$ cat src/rtl/cmdseq_if.sv
// Host, CMD transmitter and data-path handshake bundle for cmdseq.
// slave is the sequencer side; master is the environment driving it.
interface cmdseq_if;
  logic        init_done;
  logic [15:0] rca;
  logic        rd_req;
  logic        wr_req;
  logic [31:0] blk_addr;
  logic [15:0] blk_cnt;
  logic        ready;
  logic        done;
  logic        err;
  logic        cmd7st;
  logic        cmd12st;
  logic        cmd13st;
  logic        cmd17st;
  logic        cmd18st;
  logic        cmd23st;
  logic        cmd24st;
  logic [31:0] cmd_arg;
  logic        cmd_start;
  logic        cmd_done;
  logic        resp_err;
  logic        resp_ready;
  logic        data_done;
  logic        data_err;

  modport slave (
    input  init_done, rca, rd_req, wr_req, blk_addr, blk_cnt,
    input  cmd_done, resp_err, resp_ready, data_done, data_err,
    output ready, done, err, cmd_arg, cmd_start,
    output cmd7st, cmd12st, cmd13st, cmd17st, cmd18st, cmd23st, cmd24st
  );

  modport master (
    output init_done, rca, rd_req, wr_req, blk_addr, blk_cnt,
    output cmd_done, resp_err, resp_ready, data_done, data_err,
    input  ready, done, err, cmd_arg, cmd_start,
    input  cmd7st, cmd12st, cmd13st, cmd17st, cmd18st, cmd23st, cmd24st
  );
endinterface

$ cat src/rtl/cmdseq.sv
// SD card command sequencer: issues CMD7/13/23/17/18/24/12 for one block
// read or write request and handshakes with the CMD transmitter and data path.
module cmdseq #(
  parameter int unsigned STAT_RETRY = 255
) (
  input logic      clk,
  input logic      reset,
  cmdseq_if.slave  io_bus
);

  typedef enum logic [2:0] {
    StIdle, StSel, StStat, StSbc, StXfer, StDwait, StStop, StErr
  } state_e;

  localparam logic [8:0] RetryMax = 9'(STAT_RETRY);

  state_e      r_state, w_state_d;
  logic        r_selected, w_selected_d;
  logic [31:0] r_addr, w_addr_d;
  logic [15:0] r_remain, w_remain_d;
  logic        r_dir, w_dir_d;  // 1 = write
  logic [7:0]  r_retry, w_retry_d;
  logic        r_err, w_err_d;
  logic        r_done, w_done_d;
  logic        r_cmd_start, w_cmd_start_d;

  logic        w_multi;
  logic [8:0]  w_retry_inc;
  logic [6:0]  w_strobes;
  logic [31:0] w_arg;

  assign w_multi     = !r_dir && (r_remain > 16'd1);
  assign w_retry_inc = {1'b0, r_retry} + 9'd1;

  always_ff @(posedge clk or posedge reset) begin
    if (reset) begin
      r_state     <= StIdle;
      r_selected  <= 1'b0;
      r_addr      <= 32'h0;
      r_remain    <= 16'h0;
      r_dir       <= 1'b0;
      r_retry     <= 8'h0;
      r_err       <= 1'b0;
      r_done      <= 1'b0;
      r_cmd_start <= 1'b0;
    end else begin
      r_state     <= w_state_d;
      r_selected  <= w_selected_d;
      r_addr      <= w_addr_d;
      r_remain    <= w_remain_d;
      r_dir       <= w_dir_d;
      r_retry     <= w_retry_d;
      r_err       <= w_err_d;
      r_done      <= w_done_d;
      r_cmd_start <= w_cmd_start_d;
    end
  end

  always_comb begin
    w_state_d     = r_state;
    w_selected_d  = r_selected;
    w_addr_d      = r_addr;
    w_remain_d    = r_remain;
    w_dir_d       = r_dir;
    w_retry_d     = r_retry;
    w_err_d       = r_err;
    w_done_d      = 1'b0;
    w_cmd_start_d = 1'b0;

    unique case (r_state)
      StIdle: begin
        if (io_bus.init_done && (io_bus.rd_req || io_bus.wr_req)) begin
          w_addr_d      = io_bus.blk_addr;
          w_remain_d    = (io_bus.blk_cnt == 16'd0) ? 16'd1 : io_bus.blk_cnt;
          w_dir_d       = !io_bus.rd_req;
          w_err_d       = 1'b0;
          w_retry_d     = 8'h0;
          w_state_d     = r_selected ? StStat : StSel;
          w_cmd_start_d = 1'b1;
        end
      end
      StSel: begin
        if (io_bus.cmd_done) begin
          if (io_bus.resp_err) begin
            w_state_d = StErr;
          end else begin
            w_selected_d  = 1'b1;
            w_retry_d     = 8'h0;
            w_state_d     = StStat;
            w_cmd_start_d = 1'b1;
          end
        end
      end
      StStat: begin
        if (io_bus.cmd_done) begin
          if (io_bus.resp_err) begin
            w_state_d = StErr;
          end else if (io_bus.resp_ready) begin
            w_state_d     = w_multi ? StSbc : StXfer;
            w_cmd_start_d = 1'b1;
          end else if (w_retry_inc >= RetryMax) begin
            w_state_d = StErr;
          end else begin
            w_retry_d     = w_retry_inc[7:0];
            w_cmd_start_d = 1'b1;
          end
        end
      end
      StSbc: begin
        if (io_bus.cmd_done) begin
          if (io_bus.resp_err) begin
            w_state_d = StErr;
          end else begin
            w_state_d     = StXfer;
            w_cmd_start_d = 1'b1;
          end
        end
      end
      StXfer: begin
        if (io_bus.cmd_done) begin
          w_state_d = io_bus.resp_err ? StErr : StDwait;
        end
      end
      StDwait: begin
        if (io_bus.data_done) begin
          if (io_bus.data_err) begin
            // A failed multi-block read leaves the card in data state; stop it first.
            if (w_multi) begin
              w_state_d     = StStop;
              w_cmd_start_d = 1'b1;
            end else begin
              w_state_d = StErr;
            end
          end else if (!r_dir) begin
            w_state_d = StIdle;
            w_done_d  = 1'b1;
          end else begin
            w_addr_d   = r_addr + 32'd1;
            w_remain_d = r_remain - 16'd1;
            if (r_remain == 16'd1) begin
              w_state_d = StIdle;
              w_done_d  = 1'b1;
            end else begin
              w_retry_d     = 8'h0;
              w_state_d     = StStat;
              w_cmd_start_d = 1'b1;
            end
          end
        end
      end
      StStop: begin
        if (io_bus.cmd_done) w_state_d = StErr;
      end
      StErr: begin
        w_selected_d = 1'b0;
        w_state_d    = StIdle;
      end
      default: w_state_d = StIdle;
    endcase

    if (w_state_d == StErr) w_err_d = 1'b1;

    // Card went away mid-sequence: drop everything and force reselect.
    if ((r_state != StIdle) && !io_bus.init_done) begin
      w_state_d     = StIdle;
      w_err_d       = 1'b1;
      w_selected_d  = 1'b0;
      w_done_d      = 1'b0;
      w_cmd_start_d = 1'b0;
    end
  end

  always_comb begin
    w_strobes = 7'b0;
    w_arg     = 32'h0;
    unique case (r_state)
      StSel: begin
        w_strobes[6] = 1'b1;
        w_arg        = {io_bus.rca, 16'h0000};
      end
      StStat: begin
        w_strobes[4] = 1'b1;
        w_arg        = {io_bus.rca, 16'h0000};
      end
      StSbc: begin
        w_strobes[1] = 1'b1;
        w_arg        = {16'h0000, r_remain};
      end
      StXfer: begin
        if (r_dir)        w_strobes[0] = 1'b1;
        else if (w_multi) w_strobes[2] = 1'b1;
        else              w_strobes[3] = 1'b1;
        w_arg = r_addr;
      end
      StStop: w_strobes[5] = 1'b1;
      default: ;
    endcase
  end

  assign io_bus.cmd7st    = w_strobes[6];
  assign io_bus.cmd12st   = w_strobes[5];
  assign io_bus.cmd13st   = w_strobes[4];
  assign io_bus.cmd17st   = w_strobes[3];
  assign io_bus.cmd18st   = w_strobes[2];
  assign io_bus.cmd23st   = w_strobes[1];
  assign io_bus.cmd24st   = w_strobes[0];
  assign io_bus.cmd_arg   = w_arg;
  assign io_bus.cmd_start = r_cmd_start;
  assign io_bus.done      = r_done;
  assign io_bus.err       = r_err;
  assign io_bus.ready     = (r_state == StIdle) && io_bus.init_done;

endmodule

$ cat src/flat_wrapper.sv
// flat-port wrapper written by rule: the top's interface ports become plain ports
module cmdseq_flat 
#(
  parameter int unsigned STAT_RETRY = 255
)
  (clk, reset, io_bus_init_done, io_bus_rca, io_bus_rd_req, io_bus_wr_req, io_bus_blk_addr, io_bus_blk_cnt, io_bus_cmd_done, io_bus_resp_err, io_bus_resp_ready, io_bus_data_done, io_bus_data_err, io_bus_ready, io_bus_done, io_bus_err, io_bus_cmd_arg, io_bus_cmd_start, io_bus_cmd7st, io_bus_cmd12st, io_bus_cmd13st, io_bus_cmd17st, io_bus_cmd18st, io_bus_cmd23st, io_bus_cmd24st);
  cmdseq_if io_bus_i ();
  input logic clk;
  input logic reset;
  input wire logic [$bits(io_bus_i.init_done)-1:0] io_bus_init_done;
  input wire logic [$bits(io_bus_i.rca)-1:0] io_bus_rca;
  input wire logic [$bits(io_bus_i.rd_req)-1:0] io_bus_rd_req;
  input wire logic [$bits(io_bus_i.wr_req)-1:0] io_bus_wr_req;
  input wire logic [$bits(io_bus_i.blk_addr)-1:0] io_bus_blk_addr;
  input wire logic [$bits(io_bus_i.blk_cnt)-1:0] io_bus_blk_cnt;
  input wire logic [$bits(io_bus_i.cmd_done)-1:0] io_bus_cmd_done;
  input wire logic [$bits(io_bus_i.resp_err)-1:0] io_bus_resp_err;
  input wire logic [$bits(io_bus_i.resp_ready)-1:0] io_bus_resp_ready;
  input wire logic [$bits(io_bus_i.data_done)-1:0] io_bus_data_done;
  input wire logic [$bits(io_bus_i.data_err)-1:0] io_bus_data_err;
  output wire logic [$bits(io_bus_i.ready)-1:0] io_bus_ready;
  output wire logic [$bits(io_bus_i.done)-1:0] io_bus_done;
  output wire logic [$bits(io_bus_i.err)-1:0] io_bus_err;
  output wire logic [$bits(io_bus_i.cmd_arg)-1:0] io_bus_cmd_arg;
  output wire logic [$bits(io_bus_i.cmd_start)-1:0] io_bus_cmd_start;
  output wire logic [$bits(io_bus_i.cmd7st)-1:0] io_bus_cmd7st;
  output wire logic [$bits(io_bus_i.cmd12st)-1:0] io_bus_cmd12st;
  output wire logic [$bits(io_bus_i.cmd13st)-1:0] io_bus_cmd13st;
  output wire logic [$bits(io_bus_i.cmd17st)-1:0] io_bus_cmd17st;
  output wire logic [$bits(io_bus_i.cmd18st)-1:0] io_bus_cmd18st;
  output wire logic [$bits(io_bus_i.cmd23st)-1:0] io_bus_cmd23st;
  output wire logic [$bits(io_bus_i.cmd24st)-1:0] io_bus_cmd24st;
  assign io_bus_i.init_done = io_bus_init_done;
  assign io_bus_i.rca = io_bus_rca;
  assign io_bus_i.rd_req = io_bus_rd_req;
  assign io_bus_i.wr_req = io_bus_wr_req;
  assign io_bus_i.blk_addr = io_bus_blk_addr;
  assign io_bus_i.blk_cnt = io_bus_blk_cnt;
  assign io_bus_i.cmd_done = io_bus_cmd_done;
  assign io_bus_i.resp_err = io_bus_resp_err;
  assign io_bus_i.resp_ready = io_bus_resp_ready;
  assign io_bus_i.data_done = io_bus_data_done;
  assign io_bus_i.data_err = io_bus_data_err;
  assign io_bus_ready = io_bus_i.ready;
  assign io_bus_done = io_bus_i.done;
  assign io_bus_err = io_bus_i.err;
  assign io_bus_cmd_arg = io_bus_i.cmd_arg;
  assign io_bus_cmd_start = io_bus_i.cmd_start;
  assign io_bus_cmd7st = io_bus_i.cmd7st;
  assign io_bus_cmd12st = io_bus_i.cmd12st;
  assign io_bus_cmd13st = io_bus_i.cmd13st;
  assign io_bus_cmd17st = io_bus_i.cmd17st;
  assign io_bus_cmd18st = io_bus_i.cmd18st;
  assign io_bus_cmd23st = io_bus_i.cmd23st;
  assign io_bus_cmd24st = io_bus_i.cmd24st;
  cmdseq #(.STAT_RETRY(STAT_RETRY)) u_core (.clk(clk), .reset(reset), .io_bus(io_bus_i));
endmodule
$ cat config.mk
export PLATFORM = sky130hd
export DESIGN_NAME = cmdseq_flat
export DESIGN_NICKNAME = d
export VERILOG_FILES = /design/src/rtl/cmdseq_if.sv /design/src/rtl/cmdseq.sv /design/src/flat_wrapper.sv
export SDC_FILE = /design/constraint.sdc
export NUM_CORES = 1
export LEC_CHECK = 0
export CAP_MARGIN = 20
export CORE_AREA = 2 2 96 98
export DETAILED_ROUTE_END_ITERATION = 7
export DIE_AREA = 0 0 98 100
export GPL_TIMING_DRIVEN = 0
export PLACE_DENSITY = 0.85
export SLEW_MARGIN = 5
export SYNTH_ARGS = -nofsm -noshare
export SYNTH_HDL_FRONTEND = slang
export SYNTH_SLANG_ARGS = --single-unit
$ cat constraint.sdc
create_clock -name clk -period 5.75 [get_ports clk]
set_clock_uncertainty 0.2 [all_clocks]
set_input_delay 0.8625 -clock clk [delete_from_list [all_inputs] [get_ports clk]]
set_output_delay 0.8625 -clock clk [all_outputs]
set_load 0.01 [all_outputs]
# ---- Word-level counts from Yosys, hierarchy flattened
# Index checks and enable logic that the tools add are counted.
dict set report totals {
  ramBits 0
  memories 0
  ff_bits 64
  mem_bits_ro 0
  word_cells 141
  latch_bits 0
}
dict set report classes {
  n_eq_ne 22
  addsub 3
  bitwise_logic 0
  div_mod_pow 0
  shift 0
  mul 0
  n_reduce_logical 23
  mux 82
  magnitude_cmp 2
}
# operator n
set op_table {}
lappend op_table {{$mux 32} 4}
lappend op_table {{$pmux 32 s3} 1}
lappend op_table {{$mux 8} 11}
lappend op_table {{$mux 16} 5}
lappend op_table {{$pmux 32 s2} 1}
lappend op_table {{$mux 3} 15}
lappend op_table {{$mux 1} 34}
lappend op_table {{$add 32x1->32 const B} 1}
lappend op_table {{$pmux 16 s2} 1}
lappend op_table {{$pmux 8 s4} 1}
lappend op_table {{$pmux 3 s8} 1}
lappend op_table {{$ne 2x2->1 const B} 9}
lappend op_table {{$eq 16x1->1 const B} 1}
lappend op_table {{$gt 16x1->1 const B} 1}
lappend op_table {{$logic_not 16->1} 1}
lappend op_table {{$sub 16x1->16 const B} 1}
lappend op_table {{$eq 3x3->1 const B} 5}
lappend op_table {{$mux 2} 6}
lappend op_table {{$reduce_and 12->1} 1}
lappend op_table {{$reduce_bool 3->1} 4}
lappend op_table {{$add 8x1->9 const B} 1}
lappend op_table {{$ge 9x8->1 const B} 1}
lappend op_table {{$eq 3x2->1 const B} 2}
lappend op_table {{$ne 3x2->1 const B} 2}
lappend op_table {{other kinds (14)} 22}

# ---- Depth between registers and ports, before layout
dict set report depth {
  ltp_word 10
  depth_mapped 9
  mapped_depth_nobuf 8
}

# ---- Least setup slack after synthesis
# Ideal clock, no wire load.
dict set report synth_path {
  path_type {reg2out}
  start {reg u_core.r_state[1]}
  end {out io_bus_cmd_arg[10]}
  arrival_ns 1.788
  path_buffers 3
  t_required_ns 4.688
  stages_incl_launch_ff 7
  setup_slack_ns 2.899
  cell_sequence {dfrtp_1 > buf_2 > buf_1 > nand2_1 > nor2_1 > clkbuf_1 > a22o_1}
}
dict set report synth_via {
  elab_chain_cells 3
  elab_cells_between_ends 6
  cone_classes {eq/ne (4); mux (1); reduce/logical (1)}
}
# element line
set synth_lines {}
lappend synth_lines {{from (decl)} cmdseq.sv:17} ;# state_e r_state, w_state_d;
lappend synth_lines {{from (signal assigned)} cmdseq.sv:37} ;# r_state <= StIdle;
lappend synth_lines {{from (signal assigned)} cmdseq.sv:47} ;# r_state <= w_state_d;
lappend synth_lines {{$eq 3x1->1 or $eq 3x2->1 (tied branches)} cmdseq.sv:176} ;# unique case (r_state)
lappend synth_lines {{$reduce_or 2->1 (no source line)} --}
lappend synth_lines {{$pmux 32 s3 *} cmdseq.sv:176}
lappend synth_lines {{to (decl)} flat_wrapper.sv:24} ;# output wire logic [$bits(io_bus_i.cmd_arg)-1:0] io_bus_cmd_arg;
# Mark *: on every way between the ends. The rest lies on a longest branch, timed or not.

# ---- Worst setup path in the final report
dict set report layout_path {
  start {reg u_core.r_state[1]}
  end {out io_bus_cmd_arg[11]}
}
# The elaborated chain is that of the path after synthesis.

==> impl_metrics.tcl <==
set metrics [dict create \
    antenna_found_initial 0 \
    worstPathMaxFanout 10 \
    critical_path_class "flop to output pin" \
    via_count 5521 \
    synthCells 579 \
    ys.flop_type "dfrtp_1" \
    cts_root_buffer "clkbuf_8" \
    core-area_um2 8890 \
    fmax_ghz 0.224 \
    rows 35 \
    syn_avg_cell_area_um2 7.98 \
    rsz0062_at_grt "no" \
    critical_path_arrival_ps 3390 \
    tightest_slew_ps 847 \
    yosys.area.top_type "dfrtp_1" \
    synth_top_area_share 0.347 \
    cts-resized-gates 0 \
    die_y_um 100 \
    path_clk_slew_ps 90 \
    peakVddDrop_v 0.000244 \
    cts_tree "done" \
    cts_buffers 9 \
    viasPerCell 6.72 \
    nFillCells 738 \
    die_area_um2 9800 \
    hp-class "flop to flop" \
    htree_levels 3 \
    grt_pass1_vias 5176 \
    drive_gt1_frac 0.0549 \
    status "completed" \
    antenna_left 0 \
    clk_latency_ps 360 \
    clockBufferDepth 2 \
    final_max_slew_viol_count 0 \
    syn-num-nets 658 \
    port_buffers 115 \
    synth_seq_area_share 0.347 \
    hold_buffers 0 \
    hpwl_mm 12.3 \
    fin_crit_ps 4460 \
    ys_ff_latch 64 \
    diodes 0 \
    dr.pass1.iters 5 \
    crit_required_ps 4690 \
    die-width_um 98 \
    utilization 0.688 \
    wl_mm 16.7 \
    finalSetupTns_ps 0 \
    post-cts-setup-buffer-count 0 \
    crit_path_start_kind "flop" \
    async_flop_share 1.00 \
    fin_crit_sh 0.775 \
    initial_core_util 0.519 \
    final_common_cell "clkdlybuf4s50_1" \
    total_leakage_power_nw 2.29 \
    endpoint_kind "output pin" \
    synthTopCellsByArea "dfrtp_1 (35%), a21oi_1 (9.1%), a22o_1 (6.1%), o21ai_0 (4.3%), nand2_1 (4.1%)" \
    wl_per_cell_um 20.4 \
    ios 117 \
    area_growth_pct 32.5 \
    finalHoldViolCount 0 \
    power.density_nw_per_um2 434 \
    mostFrequentLayoutCells "clkdlybuf4s50_1 (115), a21oi_1 (84), dfrtp_1 (64), nand2_1 (50), nor2_1 (42)" \
    clock-sinks 64 \
    first_iter_violations 567 \
    slew_headroom 0.435 \
    grt_use_total 0.336 \
    setup_violations 0 \
    grt_overflow 0 \
    ys_types 67 \
    syn_area_um2 4620 \
    gp_congestion 0.934 \
    synth_edf_count 0 \
    yosys_warnings 0 \
    grt_pass1_wl_mm 26.3 \
    drv_cap 0 \
    route.detailed.drc 0 \
    grt_max_degree 65 \
    whs_ps 350 \
    final_nets 785 \
]
## area by class of cell
type                    instances  area [um2]  area share
multi-input cells             458        2780       0.454
flip-flops and latches         64        1600       0.262
repair buffers                116        1160       0.189
plain buffers                  42         184      0.0301
well taps                     111         139      0.0227
clock buffers                   9         124      0.0202
clock inverters                 7        77.6      0.0127
inverters                      15        58.8     0.00961
## worst max-delay path: stages, from the launching register on
cell and delay, ps:
dfrtp_1 340, buf_2 210, buf_1 360, nand2_1 210, nor2_1 600, clkbuf_1 460, a22o_1 280, clkdlybuf4s50_1 560
## power breakdown
part,switching (mW),internal (mW)
clock network,0.204,0.204
logic,0.773,0.602
registers,0.232,0.638
total,1.21,1.44
## kinds of logic after synthesis
group                    synth area share
buffers and inverters              0.0520
adder cells (fa/ha/maj)            0.0157
flip-flops                          0.347
AND/OR/NAND/NOR                     0.231
XOR/XNOR                          0.00379
AO/OA/AOI/OAI                       0.351
## state kept, by name (all words and copies together) (netlist names)
signal                   count
u_core.r_addr               32
u_core.r_remain             16
u_core.r_retry               8
u_core.r_state               3
u_core.io_bus.cmd_start      1
u_core.io_bus.done           1
u_core.io_bus.err            1
u_core.r_dir                 1
u_core.r_selected            1
## final timing paths
path,startpoint,end,slack (ps),cells past startpoint
worst max-delay path,u_core.r_state[1],io_bus_cmd_arg[11],1290,7
worst min-delay path,u_core.r_retry[4],u_core.r_retry[4],350,1
worst max register to register,u_core.r_state[0],u_core.r_addr[29],3100,7
worst min register to register,u_core.r_retry[4],u_core.r_retry[4],350,1
max in group asynchronous,reset,u_core.r_remain[10],3960,2
min in group asynchronous,reset,u_core.io_bus.cmd_start,810,2
## per-stage QoR
stage	worst slack, ps	power [mW]	area, um2	cells
after global placement	1660	2.17	5910	805
after floorplan	2900	1.66	4620	579
after CTS	1410	2.62	6120	822
after detailed placement	1840	2.21	5920	806
after global routing	1220	2.80	6120	822
final	1290	2.65	6120	822
## synth_stat cells, drive strengths merged, types with 11 or more instances
cell	n
nand4	11
buf	17
nor2	42
o21ai	59
o22ai	16
clkbuf	25
inv	15
nor3	13
dfrtp	64
a21oi	84
nand3	25
a22o	32
nand2	50
## layer usage
layer | wire length, um | global-route usage | vias up
met4 | 800 | 0.176 | 0
li1 | - | - | 2464
met3 | 1630 | 0.0571 | 93
met5 | 0 | 0 | -
met2 | 7780 | 0.555 | 397
met1 | 6530 | 0.425 | 2567
No activity file was read; power rests on OpenSTA's default activity.
